### config.mk
export PLATFORM = sky130hd
export DESIGN_NAME = mult_share_arbiter
export DESIGN_NICKNAME = d
export VERILOG_FILES = /design/src/rtl/mult_share_arbiter.sv
export SDC_FILE = /design/constraint.sdc
export NUM_CORES = 1
export LEC_CHECK = 0
export ABC_AREA = 1
export BUFFER_PORTS_ARGS = -buffer_cell sky130_fd_sc_hd__buf_2
export CORE_MARGIN = 2
export CORE_UTILIZATION = 60
export CTS_CLUSTER_SIZE = 25
export DETAILED_ROUTE_END_ITERATION = 10
export HOLD_SLACK_MARGIN = 0.05
export PLACE_DENSITY_LB_ADDON = 0.12
export RECOVER_POWER = 25
export SYNTH_ARGS = -nofsm -noshare
export SYNTH_HDL_FRONTEND = slang
export SYNTH_SLANG_ARGS = --single-unit
### constraint.sdc
create_clock -name clk -period 7.1 [get_ports clk]
set_input_delay 1.42 -clock clk [delete_from_list [all_inputs] [get_ports clk]]
set_output_delay 1.42 -clock clk [all_outputs]
set_load 0.005 [all_outputs]
### src/rtl/mult_share_arbiter.sv
// Round-robin front end that time-shares one combinational 16x16 multiplier
// between NUM_REQ requesters, returning tagged products over a valid/ready port.
module mult_share_arbiter #(
   parameter  int NUM_REQ = 4,
   localparam int ID_W    = $clog2(NUM_REQ)
) (
   input  logic                    clk,
   input  logic                    rst_n,
   input  logic [NUM_REQ-1:0]      req,
   input  logic [16*NUM_REQ-1:0]   multiplicand_in,
   input  logic [16*NUM_REQ-1:0]   multiplier_in,
   output logic [NUM_REQ-1:0]      grant,
   output logic                    busy,
   output logic [31:0]             result,
   output logic [ID_W-1:0]         result_id,
   output logic                    result_valid,
   input  logic                    result_ready
);

   typedef enum logic [1:0] {IDLE, CALC, DONE} state_t;

   state_t            state_reg, state_next;
   logic [ID_W-1:0]   last_id_reg;
   logic [ID_W-1:0]   winner_reg;
   logic [15:0]       op_a_reg, op_b_reg;
   logic [15:0]       a_arr [NUM_REQ];
   logic [15:0]       b_arr [NUM_REQ];
   logic              win_found;
   logic [ID_W-1:0]   win_idx;
   logic [31:0]       product;

   for (genvar gi = 0; gi < NUM_REQ; gi++) begin : g_unpack
      assign a_arr[gi] = multiplicand_in[16*gi +: 16];
      assign b_arr[gi] = multiplier_in[16*gi +: 16];
   end

   // First requester at or after last_id+1, wrapping modulo NUM_REQ.
   always_comb begin
      int cand;
      cand      = 0;
      win_found = 1'b0;
      win_idx   = '0;
      for (int i = 1; i <= NUM_REQ; i++) begin
         cand = (int'(last_id_reg) + i) % NUM_REQ;
         if (!win_found && req[ID_W'(cand)]) begin
            win_found = 1'b1;
            win_idx   = ID_W'(cand);
         end
      end
   end

   // The shared multiplier only ever sees the captured operands.
   assign product = {16'b0, op_a_reg} * {16'b0, op_b_reg};

   always_ff @(posedge clk or negedge rst_n) begin
      if (!rst_n) state_reg <= IDLE;
      else        state_reg <= state_next;
   end

   always_comb begin
      state_next = state_reg;
      case (state_reg)
         IDLE:    if (win_found) state_next = CALC;
         CALC:    state_next = DONE;
         DONE:    if (result_ready) state_next = IDLE;
         default: state_next = IDLE;
      endcase
   end

   always_ff @(posedge clk or negedge rst_n) begin
      if (!rst_n) begin
         last_id_reg  <= ID_W'(NUM_REQ - 1);
         winner_reg   <= '0;
         op_a_reg     <= '0;
         op_b_reg     <= '0;
         grant        <= '0;
         result       <= '0;
         result_id    <= '0;
         result_valid <= 1'b0;
      end else begin
         case (state_reg)
            IDLE: begin
               if (win_found) begin
                  op_a_reg    <= a_arr[win_idx];
                  op_b_reg    <= b_arr[win_idx];
                  grant       <= NUM_REQ'(1) << win_idx;
                  last_id_reg <= win_idx;
                  winner_reg  <= win_idx;
               end
            end
            CALC: begin
               result       <= product;
               result_id    <= winner_reg;
               result_valid <= 1'b1;
               grant        <= '0;
            end
            DONE: begin
               if (result_ready) result_valid <= 1'b0;
            end
            default: ;
         endcase
      end
   end

   assign busy = (state_reg != IDLE);

endmodule

==> summary.txt <==
Status
  • Status: complete, but fails checks
  • Failing checks: max-capacitance violations, max-slew violations

Worst setup path
  • CP required: 7.34 ns
  • Origin of the critical flop-to-flop path: op_a_reg[7]
  • WS Path Type: flip-flop to flip-flop
  • Worst setup SP type: flip-flop
  • Crit. End Element: flip-flop
  • Reg2reg end: result[19]
  • Critical Path AT: 6.30 ns
  • Worst reg-to-reg path cell count: 22
  • Reg-to-reg slack, setup: 1.03 ns
  • Largest fanout on the critical path: 17

Synth
  • Number of flops mapped to enable cells by yosys: 0
  • Net count after synthesis: 2354
  • Top cells by count, synth: nand2_1 (748), inv_1 (384), fa_1 (194)
  • Top-area cell type share of the netlist area: between 20 and 30%
  • Synth Area in Adders: 38.2%
  • Xor-xnor portion of the synthesized cell area: 1.03%
  • Leading area contributor after synthesis: fa_1
  • Cell Area, Synth: 0.0136 mm²
  • Count leader, synth: nand2_1
  • Register area share after synthesis: between 10 and 15%
  • Largest cells by area after synthesis: fa_1 (29%), nand2_1 (21%), dfrtp_1 (14%)
  • Yosys reg bits: between 70 and 80
  • Synth Flop Type: dfrtp_1
  • Syn avg cell area: 7.07 µm²
  • Largest family of logic cells by synthesized area: adder cells
  • Post-synthesis compound-gate area fraction: 4.10%
  • Post-synth cell types: 34
  • Asr flop ratio synth: 100%
  • Simple-gate portion of the synthesized area: 27.9%
  • Post-synthesis instance total: just under 2000
  • Multiplexer share of the synthesized area: 0%
  • Synth warn: 0

Route
  • Top sig layer: met4
  • Met3 wire length: ~2500 µm
  • Iteration count of the initial detailed-routing pass: 5
  • DR DRC count: 0
  • Metal-1 WL: 15200 µm
  • DR WL/cell: 15.9 µm
  • WL final: 36500 µm
  • Via/cell ratio: 5.37
  • WL met2: 17900 µm
  • Post-route ant nets: 0
  • Routed vias: around 12000
  • DR iter-0 viols: 841

Final layout
  • Final Util: 65.3%
  • Fillcell total: approximately 2100
  • Share of layout cells above drive strength 1: between 10 and 15%
  • Nets: 2432
  • Synth-to-Final Area Change: 7.84%
  • Max reg flops: 32
  • Final Non-Filler Cells: ~2300
  • ANT cells: 0

Clock network
  • Postcts setup bufs: 0
  • CTS tree: yes
  • Root buffer cell: clkbuf_16
  • Clk_lat worst skew: 0.35 ns
  • Clock Path Buffers: 2
  • CTS Sinks: 77
  • CTS Buf Count: 9
  • H-tree lvl count: 3
  • Clock slew at reported path FFs: 0.07 ns
  • Post-CTS sizing: 0
  • CTS Hold Buffers Added: 0

GRT
  • Largest net degree at the start of global routing: roughly 70
  • Antenna violations before repair: 1
  • Total track usage: between 30% and 40%
  • GRT Residual Overflow: 0
  • Vias in the first global route: 12802
  • First-pass GRT wire length: around 63000 µm

STA
  • Worst-Margin Slew: about 3.8 ns
  • Final Hold Slack: 0.472 ns
  • Hold Vio Cnt, Final: 0
  • Pins over their slew limit: 100
  • Unrepaired setup endpoints after global routing: no
  • Fin crit period: a little over 6 ns
  • Rel. slew slack: -153%
  • Clk_skew: 0.0121 ns
  • Achievable Freq: 0.165 GHz
  • Tcrit/Tclk final: a little under nine tenths
  • Setup_tns: 0 ns
  • Setup-failing EPs final: 0

Die
  • Starting density of the core: between 60% and 70%
  • Total core area: 0.0224 mm²
  • Die Area: between 0.02 and 0.025 mm²
  • Die Span Y: 154 µm
  • Cell Rows: 55
  • Io pins: approximately 180
  • Die width: 154 µm

Worst hold path
  • WHS Path Cells: 2
  • Worst min path class: flip-flop to flip-flop
  • Endpoint, Worst Hold: result[29]
  • Hold wc startpoint: result[29]

Flow run
  • Max-Cap Viols: 2

Placed design
  • GP Congestion: 0.912
  • Final HPWL DP: 28600 µm
  • Placed cells: 2273
  • # port buffers: 174
==> per-layer routing <==
layer / track usage [%] / vias up
met5: 0 / -
met2: 55.9 / 432
li1: - / 5853
met1: 43.5 / 5943
met4: 9.35 / 0
met3: 5.18 / 70
==> cells by family after synthesis <==
logic type | count (synthesis)
AOI/OAI and AO/OA | 96
and+or+nand+nor | 931
xor gates and xnor gates | 16
buffers and inverters | 503
adders and majority gates | 298
DFF | 77
==> final cells by class <==
| type | instances | area [µm²] | share of cell area [%] |
|---|---|---|---|
| multi-input cells | 1341 | 9680 | 66.1 |
| flip-flops and latches | 77 | 1930 | 13.2 |
| inverters | 389 | 1460 | 9.98 |
| repair buffers | 181 | 918 | 6.27 |
| well taps | 285 | 357 | 2.43 |
| clock buffers | 9 | 225 | 1.54 |
| clock inverters | 7 | 80.1 | 0.546 |
==> worst max path at each step <==
stage          slack, ns        start         end  cells past startpoint
2_1_floorplan       1.68  op_b_reg[7]  result[23]                     24
3_3_place_gp        1.11  op_a_reg[7]  result[19]                     22
3_5_place_dp        1.10  op_a_reg[7]  result[19]                     22
4_1_cts             1.07  op_a_reg[7]  result[19]                     22
5_1_grt             0.72  op_a_reg[7]  result[19]                     22
6_report            1.03  op_a_reg[7]  result[19]                     22
==> critical path: stages, from the launching register on <==
cell and delay, ns:
dfrtp_1 0.85, nand2_1 0.19, fa_1 0.58, inv_1 0.06, fa_1 0.51, inv_1 0.06, fa_1 0.53, inv_1 0.05
fa_1 0.46, fa_1 0.50, inv_1 0.06, fa_1 0.48, inv_1 0.05, ha_1 0.30, inv_1 0.11, o21bai_1 0.11
a21oi_1 0.25, nand2_1 0.19, nand2_1 0.10, nand2_1 0.06, or2_2 0.27, nand3_1 0.10, nand2_1 0.07
==> through the flow <==
stage	area [µm²]	worst slack [ns]
after floorplan	13600	1.68
after global placement	14400	1.11
after detailed placement	14400	1.10
after CTS	14700	1.07
after global routing	14700	0.724
final	14700	1.03
==> cells in the final DEF, fill, tap and decap left out, types with 2 or more instances in the layout <==
cell type,Yosys,layout
nand2_1,748,747
inv_1,384,384
fa_1,194,194
buf_2,27,173
ha_1,104,104
nand4_1,77,77
dfrtp_1,75,75
nor2_1,47,47
o21ai_0,45,45
nand3_1,40,39
a21oi_1,30,30
xnor2_1,11,11
clkbuf_16,0,9
a31oi_1,8,8
nor3_1,7,7
buf_4,6,6
xor2_1,5,5
nand2_2,4,5
inv_2,4,4
nand3_2,3,4
or2_2,3,3
o31ai_2,3,3
o21bai_1,3,3
o21a_1,2,2
inv_6,0,2
clkbuf_1,76,2
dfstp_2,2,2
Power is left out: the tool's default activity adds up to more than one toggle a clock period on the data nets, which glitch-free logic cannot reach.
